## src/rtl/mmi_pkg.sv

```systemverilog
// Shared types for the minimal-memory initiator: FSM states, request record, size mask helper.
package mmi_pkg;
  localparam int MMI_ADDR_W = 7;
  localparam int MMI_DATA_W = 8;
  localparam int MMI_SIZE_W = $clog2(MMI_DATA_W) + 1;

  typedef enum logic [1:0] {IDLE, ISSUE, RESP} state_t;

  typedef struct packed {
    logic                  we;
    logic [MMI_ADDR_W-1:0] addr;
    logic [MMI_DATA_W-1:0] wdata;
    logic [MMI_SIZE_W-1:0] size;
  } req_t;

  // Low `size` bits set; callers pass an already-normalised size (1..DATA_W).
  function automatic logic [MMI_DATA_W-1:0] size_mask(input logic [MMI_SIZE_W-1:0] size);
    logic [MMI_DATA_W-1:0] m;
    m = '0;
    for (int i = 0; i < MMI_DATA_W; i++)
      if (i < int'(size)) m[i] = 1'b1;
    return m;
  endfunction
endpackage

```

## src/rtl/mmi_req_fifo.sv

```systemverilog
// Synchronous request FIFO; pointers carry an extra wrap bit to tell full from empty.
module mmi_req_fifo
  import mmi_pkg::*;
#(
  parameter int  DEPTH = 2,
  parameter type T     = req_t
) (
  input  logic clock,
  input  logic reset,
  input  logic push,
  input  logic pop,
  input  T     din,
  output T     dout,
  output logic full,
  output logic empty
);
  localparam int AW = $clog2(DEPTH);

  T               mem [DEPTH];
  logic [AW:0]    wr_q, rd_q;

  assign empty = (wr_q == rd_q);
  assign full  = (wr_q[AW] != rd_q[AW]) && (wr_q[AW-1:0] == rd_q[AW-1:0]);
  assign dout  = mem[rd_q[AW-1:0]];

  always_ff @(posedge clock or posedge reset) begin
    if (reset) begin
      wr_q <= '0;
      rd_q <= '0;
    end else begin
      if (push) wr_q <= wr_q + (AW+1)'(1);
      if (pop)  rd_q <= rd_q + (AW+1)'(1);
    end
  end

  // Storage needs no reset: the pointers define what is valid.
  always_ff @(posedge clock) begin
    if (push) mem[wr_q[AW-1:0]] <= din;
  end
endmodule

```

## src/rtl/minimal_mem_initiator.sv

```systemverilog
// Initiator for the minimal-memory bus: buffers requests, issues one access at a time, returns responses.
// Optional watchdog on stuck accesses is built when MMI_TIMEOUT_EN is defined.
module minimal_mem_initiator
  import mmi_pkg::*;
#(
  parameter int  ADDR_W      = MMI_ADDR_W,
  parameter int  DATA_W      = MMI_DATA_W,
  parameter int  FIFO_DEPTH  = 2,
  parameter int  TIMEOUT_CYC = 64,
  localparam int SIZE_W      = $clog2(DATA_W) + 1
) (
  input  logic              clock,
  input  logic              reset,
  input  logic              req_valid,
  output logic              req_ready,
  input  logic              req_we,
  input  logic [ADDR_W-1:0] req_addr,
  input  logic [DATA_W-1:0] req_wdata,
  input  logic [SIZE_W-1:0] req_size,
  output logic              rsp_valid,
  input  logic              rsp_ready,
  output logic [DATA_W-1:0] rsp_rdata,
  output logic              rsp_err,
  output logic              Mout_oe_ram,
  output logic              Mout_we_ram,
  output logic [ADDR_W-1:0] Mout_addr_ram,
  output logic [DATA_W-1:0] Mout_Wdata_ram,
  output logic [SIZE_W-1:0] Mout_data_ram_size,
  input  logic [DATA_W-1:0] M_Rdata_ram,
  input  logic              M_DataRdy
);
  localparam logic [SIZE_W-1:0] FULL_SIZE = SIZE_W'(DATA_W);

  state_t            state_q, state_d;
  req_t              fifo_din, fifo_dout, cmd_q;
  logic              fifo_full, fifo_empty, push, pop, timeout;
  logic [SIZE_W-1:0] size_n;
  logic [DATA_W-1:0] mask_in, mask_cmd, rdata_q;

  // Size and write data are normalised on the way in so the bus sees clean values.
  assign size_n   = (req_size == '0 || req_size > FULL_SIZE) ? FULL_SIZE : req_size;
  assign mask_in  = size_mask(size_n);
  assign mask_cmd = size_mask(cmd_q.size);

  always_comb begin
    fifo_din       = '0;
    fifo_din.we    = req_we;
    fifo_din.addr  = req_addr;
    fifo_din.wdata = req_we ? (req_wdata & mask_in) : '0;
    fifo_din.size  = size_n;
  end

  assign req_ready = !fifo_full;
  assign push      = req_valid && !fifo_full;

  mmi_req_fifo #(.DEPTH(FIFO_DEPTH), .T(req_t)) u_fifo (
    .clock (clock),
    .reset (reset),
    .push  (push),
    .pop   (pop),
    .din   (fifo_din),
    .dout  (fifo_dout),
    .full  (fifo_full),
    .empty (fifo_empty)
  );

  always_ff @(posedge clock or posedge reset) begin
    if (reset) state_q <= IDLE;
    else       state_q <= state_d;
  end

  always_comb begin
    state_d            = state_q;
    pop                = 1'b0;
    rsp_valid          = 1'b0;
    Mout_oe_ram        = 1'b0;
    Mout_we_ram        = 1'b0;
    Mout_addr_ram      = '0;
    Mout_Wdata_ram     = '0;
    Mout_data_ram_size = '0;
    case (state_q)
      IDLE: if (!fifo_empty) begin
        pop     = 1'b1;
        state_d = ISSUE;
      end
      ISSUE: begin
        Mout_oe_ram        = !cmd_q.we;
        Mout_we_ram        = cmd_q.we;
        Mout_addr_ram      = cmd_q.addr;
        Mout_Wdata_ram     = cmd_q.wdata;
        Mout_data_ram_size = cmd_q.size;
        if (M_DataRdy || timeout) state_d = RESP;
      end
      RESP: begin
        rsp_valid = 1'b1;
        if (rsp_ready) state_d = IDLE;
      end
      default: state_d = IDLE;
    endcase
  end

  always_ff @(posedge clock or posedge reset) begin
    if (reset) begin
      cmd_q   <= '0;
      rdata_q <= '0;
    end else begin
      if (pop) cmd_q <= fifo_dout;
      if (state_q == ISSUE) begin
        if (M_DataRdy)    rdata_q <= cmd_q.we ? '0 : (M_Rdata_ram & mask_cmd);
        else if (timeout) rdata_q <= '0;
      end
    end
  end

  assign rsp_rdata = (state_q == RESP) ? rdata_q : '0;

`ifdef MMI_TIMEOUT_EN
  localparam int WD_W = ($clog2(TIMEOUT_CYC) > 8) ? $clog2(TIMEOUT_CYC) : 8;

  logic [WD_W-1:0] wd_q;
  logic            err_q;

  // Held at zero outside ISSUE, so every access starts counting from zero.
  always_ff @(posedge clock or posedge reset) begin
    if (reset)                 wd_q <= '0;
    else if (state_q != ISSUE) wd_q <= '0;
    else                       wd_q <= wd_q + WD_W'(1);
  end

  assign timeout = (state_q == ISSUE) && !M_DataRdy && (wd_q == WD_W'(TIMEOUT_CYC - 1));

  always_ff @(posedge clock or posedge reset) begin
    if (reset)                 err_q <= 1'b0;
    else if (state_q == ISSUE) err_q <= timeout;
  end

  assign rsp_err = (state_q == RESP) && err_q;
`else
  assign timeout = 1'b0;
  assign rsp_err = 1'b0;
`endif
endmodule

```

## config.mk

```make
export PLATFORM = sky130hd
export DESIGN_NAME = minimal_mem_initiator
export DESIGN_NICKNAME = d
export VERILOG_FILES = /design/src/rtl/mmi_pkg.sv /design/src/rtl/mmi_req_fifo.sv /design/src/rtl/minimal_mem_initiator.sv
export SDC_FILE = /design/constraint.sdc
export NUM_CORES = 1
export LEC_CHECK = 0
export CAP_MARGIN = 5
export CORE_MARGIN = 1.5
export CORE_UTILIZATION = 30
export CTS_CLUSTER_SIZE = 10
export DETAILED_ROUTE_END_ITERATION = 8
export GPL_TIMING_DRIVEN = 1
export SETUP_SLACK_MARGIN = 0.15
export SYNTH_ARGS = -nofsm -noshare
export SYNTH_HDL_FRONTEND = slang
export SYNTH_SLANG_ARGS = --single-unit
```

## constraint.sdc

```tcl
create_clock -name clock -period 1.89 [get_ports clock]
set_input_delay 0.189 -clock clock [delete_from_list [all_inputs] [get_ports clock]]
set_output_delay 0.189 -clock clock [all_outputs]
set_load 0.005 [all_outputs]
```

; Word-level counts from Yosys, hierarchy flattened
; Memories as Yosys holds them, arrays and structs flattened. A register that Yosys moved wholly into a read port is not among the register bits.
; Index checks and enable logic that the tools add are counted.
[classes]
add_sub_neg = 2
n_mux = 34
bitwise_logic = 2
order_cmp = 17
mul = 0
eq_ne = 8
reduce_logical = 9
n_div = 0
n_shift = 0
[ops]
columns = cell, count
row1 = $lt 3x4->1 const A, 8
row2 = $mux 8, 4
row3 = $mux 1, 23
row4 = $and 8x8->8, 2
row5 = $lt 1x4->1 const A, 4
row6 = $lt 2x4->1 const A, 4
row7 = $mux 4, 2
row8 = $mux 7, 1
row9 = $mux 2, 3
row10 = $ne 2x2->1 const B, 3
row11 = $pmux 2 s3, 1
row12 = $add 2x1->2 const B, 2
row13 = $gt 4x4->1 const B, 1
row14 = $logic_not 4->1, 1
row15 = $reduce_and 3->1, 1
row16 = $eq 2x1->1 const B, 1
row17 = $eq 2x2->1, 1
row18 = $eq 2x2->1 const B, 1
row19 = $logic_and 1x1->1, 2
row20 = $logic_not 1->1, 2
row21 = $logic_not 2->1, 1
row22 = $reduce_and 2->1, 1
row23 = $eq 1x1->1, 1
row24 = $logic_or 1x1->1, 1
row25 = $ne 1x1->1, 1
[word_totals]
latchBits = 0
mem_count = 1
out_inout_bits = 32
elab_cells = 77
ram_bits = 40
in_bits = 33
mem_bits_ro = 0
register_bits = 14
[mem_list]
columns = memory, depth, width, read_ports, rd_ports_with_merged_regs, wr, line
row1 = u_fifo.mem, 2, 20, 1, 1, 1, mmi_req_fifo.sv:19  ; T mem [DEPTH];

; Longest topological paths before layout
[logic_depth]
word_depth = 7
ltp_mapped = 5
ltp_nobuf = 4

; Cells and area by module
; Synthesis repeated with hierarchy kept, for this count alone.
[hier_totals]
cells_unflattened = 222
hier_area_um2 = 3299.4
[by_module_without_submodules]
columns = mod, seq_area_each_um2, instances, area_each_um2, cells_per_inst
row1 = mmi_req_fifo, 1301.2, 1, 1727.9, 79
row2 = minimal_mem_initiator, 750.7, 1, 1571.5, 143

; Worst setup path after synthesis
; No wires, ideal clock.
[synth_timing]
path_kind = register -> register
from = reg u_fifo.wr_q[1]
to = mem u_fifo.mem[0][0] in the netlist's numbering, enable pin
path_slack_ns = -0.178
t_required_ns = 1.493
stages_incl_launch_ff = 4
n_path_buf = 0
setup_ns = 0.397
t_arrival_ns = 1.671
synth_period_minus_slack_ns = 2.068
path_cell_list = dfrtp_1 -> xor2_1 -> a21bo_2 -> nor2_1
[synth_between]
elab_chain_cells = 6
[synth_lines]
columns = element, line
row1 = from (decl), mmi_req_fifo.sv:20  ; logic [AW:0] wr_q, rd_q;
row2 = from (signal assigned), mmi_req_fifo.sv:31  ; if (push) wr_q <= wr_q + (AW+1)'(1);
row3 = $ne 1x1->1, mmi_req_fifo.sv:23  ; assign full = (wr_q[AW] != rd_q[AW]) && (wr_q[AW-1:0] == rd_q[AW-1:0]);
row4 = $logic_and 1x1->1, mmi_req_fifo.sv:23
row5 = $logic_not 1->1, minimal_mem_initiator.sv:54  ; assign push = req_valid && !fifo_full;
row6 = $logic_and 1x1->1, minimal_mem_initiator.sv:54
row7 = $mux 1, mmi_req_fifo.sv:38  ; if (push) mem[wr_q[AW-1:0]] <= din;
row8 = $mux 1 (not written as such), mmi_req_fifo.sv:38
row9 = to (decl), mmi_req_fifo.sv:19
; Every way passes these cells.

; Worst setup path after layout
[layout_timing]
from = reg state_q[1]
to = out Mout_we_ram
[layout_between]
elab_chain_cells = 2
[layout_lines]
columns = element, line
row1 = from (decl), minimal_mem_initiator.sv:34  ; state_t state_q, state_d;
row2 = from (signal assigned), minimal_mem_initiator.sv:69  ; else state_q <= state_d;
row3 = $eq 2x1->1, minimal_mem_initiator.sv:81  ; case (state_q)
row4 = $mux 1, minimal_mem_initiator.sv:81
row5 = to (decl), minimal_mem_initiator.sv:25  ; output logic Mout_we_ram,
; Every way passes these cells.

==> run summary <==
The run finished with clean final reports. The type of element capturing the critical path is an output pin. After clock tree synthesis, the flow added hold-fix buffers numbering 0. The final hold violation count came out at 0. The first routing iteration left a little under 90 violations. Once detail routing completed, the nets flagged for antenna violations numbered 0. Setup violations remaining at the end of the flow were counted as 0. The number of detailed-route iterations in the first pass came out at 4.

The internal portion of the total power is about 5.8 mW. The initial antenna violation count was 0. The area growth from synthesis to layout came out at 48.08%. The setup clock skew after layout came out at 0.01175 ns.

During I/O placement, the number of pins put on the boundary was 65. The largest individual stage delay along the critical path comes from the cell dfrtp_1. Final hold analysis gives a worst-case slack of about 0.26 ns. The maximum level of the CTS H-tree is 3. The effective utilization at floorplan came out at 0.3095. For this design the total switching power over the nets is about 2.6 mW.

The congestion estimate from routability-driven global placement came to a little under 0.8. Headroom to the max-slew limit came out at 0.6790. The post-synthesis sequential element count is between 70 and 80. The number of sinks handled by clock tree synthesis came out at between 70 and 80.

The power density over the cells is 1769 nW/um^2. The die span in y came out at approximately 110 um. In this design, the stage delay of the slowest critical-path cell is ~0.40 ns. The number of inserted filler cells in the final layout is 950.

The final global-route overflow total came out at 0. The overall power of the completed layout came out at 8.371 mW. Among the stages of the critical path, the cell type that occurs most often is buf_6. Leaving out fill and tap cells, the most frequent cell in the layout is edfxtp_1. TritonCTS built the clock tree. The kind of cell adding the most delay to the critical path is buffers and inverters.

By startpoint and endpoint, the worst setup path is classified as register to output pin. Prior to clock tree synthesis, the placed netlist has a worst setup slack of approximately 0.22 ns. The die covers between 10000 and 15000 um^2. The finished layout holds between 400 and 500 standard cells, fillers aside.

The share of the yosys chip area belonging to registers is 0.6421. The TritonCTS buffer count is 9. The half-perimeter wire length after placement is 4316 um. Summing every instance area after synthesis gives roughly 3200 um^2. The fraction of layout cells with a size suffix above 1 is 0.4431. In this run, placement finished with an instance count of between 400 and 500. The fraction of power spent switching nets is 0.3061. The detailed-route via count is around 2100. The gate count of the mapped netlist is roughly 230.

The post-layout worst setup margin came out at 0.02402 ns. The insertion delay to the later sink of the worst-skew pair is 0.34 ns. The floorplan has 37 rows. The total track usage came out at 0.1369. The synthesized netlist net count is 260. Ranked by total cell area, the synthesized netlist is headed by edfxtp_1 (38%), dfrtp_1 (27%), mux2_2 (14%). The transition time of the tightest slew-check pin came out at 0.4693 ns. The peak supply drop is between 0.6 and 0.7 mV.

The number of global-route vias before repair came out at about 2200. The x dimension of the die came out at approximately 110 um. The reg2reg setup slack came out at 0.15 ns. The max-slew violation count is 0. Summed over all instances, the cell type with the most area after synthesis is edfxtp_1.

The average cell area after synthesis came out at 14.08 um^2. The final wirelength came out at ~7400 um. The clock transition at the registers of the reported paths came out at 0.08 ns. Traced cell by cell, the critical path runs through buf_6 -> nor2b_4 -> buf_12 -> buf_6 -> buf_6 -> buf_16 -> and2_4 -> buf_6. The combinational fraction of design power came out at 0.528. The worst setup path is launched from a register. The arrival time of the worst setup path is 1.68 ns. The top achievable clock speed is about 540 MHz. Dividing the detail-routed via count by the number of cells gives 4.519. Of the post-synthesis cell area, the dominant cell type holds 0.3759.

The tool flagged a number of max-cap violations equal to 0. The power share of the sequential group is 0.325. The required time of the critical path came out at 1.70 ns.

In the layout the commonest cells are edfxtp_1 (40), buf_6 (34), dfrtp_1 (33). The final layout contains approximately 360 nets. Entering global routing, the biggest net connects 35 pins. The deepest clock path buffer count is 2. The number of remaining DRC errors came out at 0. The worst path buffer plus inverter count is 6.

After detailed routing, the average wire length per cell comes to 15.80 um. The Yosys warning count came out at 0. Yosys mapped the design onto 34 distinct sky130hd cell types. The type of the most critical hold path is input port to async pin. The fraction of power consumed by the clock network came out at 0.147. The first global-routing pass estimated about 12000 um of wire. 0 antenna diodes ended up in the layout.

CTS placed an instance of clkbuf_8 at the clock tree root. Setup repair after global routing could not meet its margin everywhere. The post-layout minimum cycle time came out at roughly 1.9 ns. Of the available clock period, the critical path in the final layout requires 0.9873.

The maximum fanout encountered on the critical timing path came out at 4. The static leakage power came out at approximately 2.0 nW. The core area came out at 10320 um^2. The quantity of I/O buffers inserted on ports came out at 63.
cell type report:
cell class	count	area (um^2)	area share
repair buffers	101	1090	0.2303
multi-input cells	134	1181	0.2496
inverters	9	33.78	0.007139
clock buffers	10	137.6	0.02909
clock inverters	6	66.31	0.01401
well taps	136	170.2	0.03596
flip-flops and latches	74	2053	0.4339
synthesized netlist by cell type:
cell,number
nand3b_1,2
nor3_1,2
a21o_1,1
o41ai_1,2
a2111oi_0,1
a21oi_1,2
and3_1,1
o311a_1,3
nor2_1,6
nor4_1,1
nor2b_1,8
nand2b_1,1
nand2_1,12
edfxtp_1,40
dfrtp_1,34
a22o_1,1
o311ai_0,1
a32o_1,3
mux2_2,39
buf_4,1
inv_1,9
o211ai_1,1
nand3_1,1
a21bo_2,1
mux2_1,1
buf_6,2
and2_1,30
a211oi_2,1
nor4b_1,1
conb_1,1
xor2_1,2
xnor2_1,6
clkbuf_1,7
o21ai_0,3
cell families (layout without fill, tap and decap cells):
family | after synthesis | after routing | synth area share
multiplexers | 40 | 40 | 0.1410
XOR/XNOR | 8 | 8 | 0.02193
flip-flops | 74 | 74 | 0.6421
AO/OA/AOI/OAI | 20 | 20 | 0.05208
AND/OR/NAND/NOR | 65 | 65 | 0.1135
other | 1 | 1 | 0.001174
buffers and inverters | 19 | 126 | 0.02819
timing repair:
action                     4_1_cts  5_1_grt
setup endpoints to repair       31       53
pin swaps                       11        6
cloned                           4        2
resized for setup              156       28
buffers inserted                18        2
metrics by stage:
step                utilization  cell area, um^2  TNS, ns
floorplan                     -             3203        0
global placement         0.3957             4085        0
detailed placement       0.3957             4085        0
CTS                      0.4482             4627        0
global route             0.4584             4732  -0.1921
finish                   0.4584             4732        0
final timing paths:
path	startpoint	end	depth (start not counted)
worst max-delay path	state_q[1]	Mout_we_ram	8
worst min-delay path	reset	cmd_q[5]	3
worst max register to register	state_q[1]	cmd_q[0]	7
worst min register to register	rdata_q[7]	rdata_q[7]	2
max in group asynchronous	reset	u_fifo.wr_q[1]	3
min in group clock	M_Rdata_ram[2]	rdata_q[2]	3
state kept, by name, summed over array words and instances, names as in the netlist:
| register | flops |
|---|---|
| u_fifo.mem | 40 |
| u_fifo.rd_q | 2 |
| u_fifo.wr_q | 2 |
| rdata_q | 8 |
| state_q | 2 |
| cmd_q | 20 |
worst reg2reg max path, cell delays in order (launching register included):
cell and delay (ns):
dfrtp_1 0.40, buf_4 0.14, buf_6 0.11, buf_4 0.13, a211oi_4 0.16, buf_6 0.16, clkbuf_16 0.19, mux2_2 0.34
routing by layer:
metal | share of wire | wire, um | vias to the layer above | track usage
li1 | - | - | 1013 | -
met1 | 0.46 | 3426 | 1048 | 0.1835
met2 | 0.48 | 3573 | 56 | 0.2189
met3 | 0.048 | 354 | 7 | 0.03433
met4 | 0.0097 | 72 | 0 | 0.04054
met5 | 0 | 0 | - | 0
power by group through the flow:
stage / clock [mW] / combinational, mW / sequential (mW)
after floorplan: 0 / 1.78 / 2.64
after global placement: 0 / 2.98 / 2.69
after detailed placement: 0 / 3.02 / 2.71
after CTS: 1.26 / 4.00 / 2.70
after global routing: 1.33 / 4.77 / 2.80
final: 1.23 / 4.42 / 2.72
(Power assumes the default switching activity.)
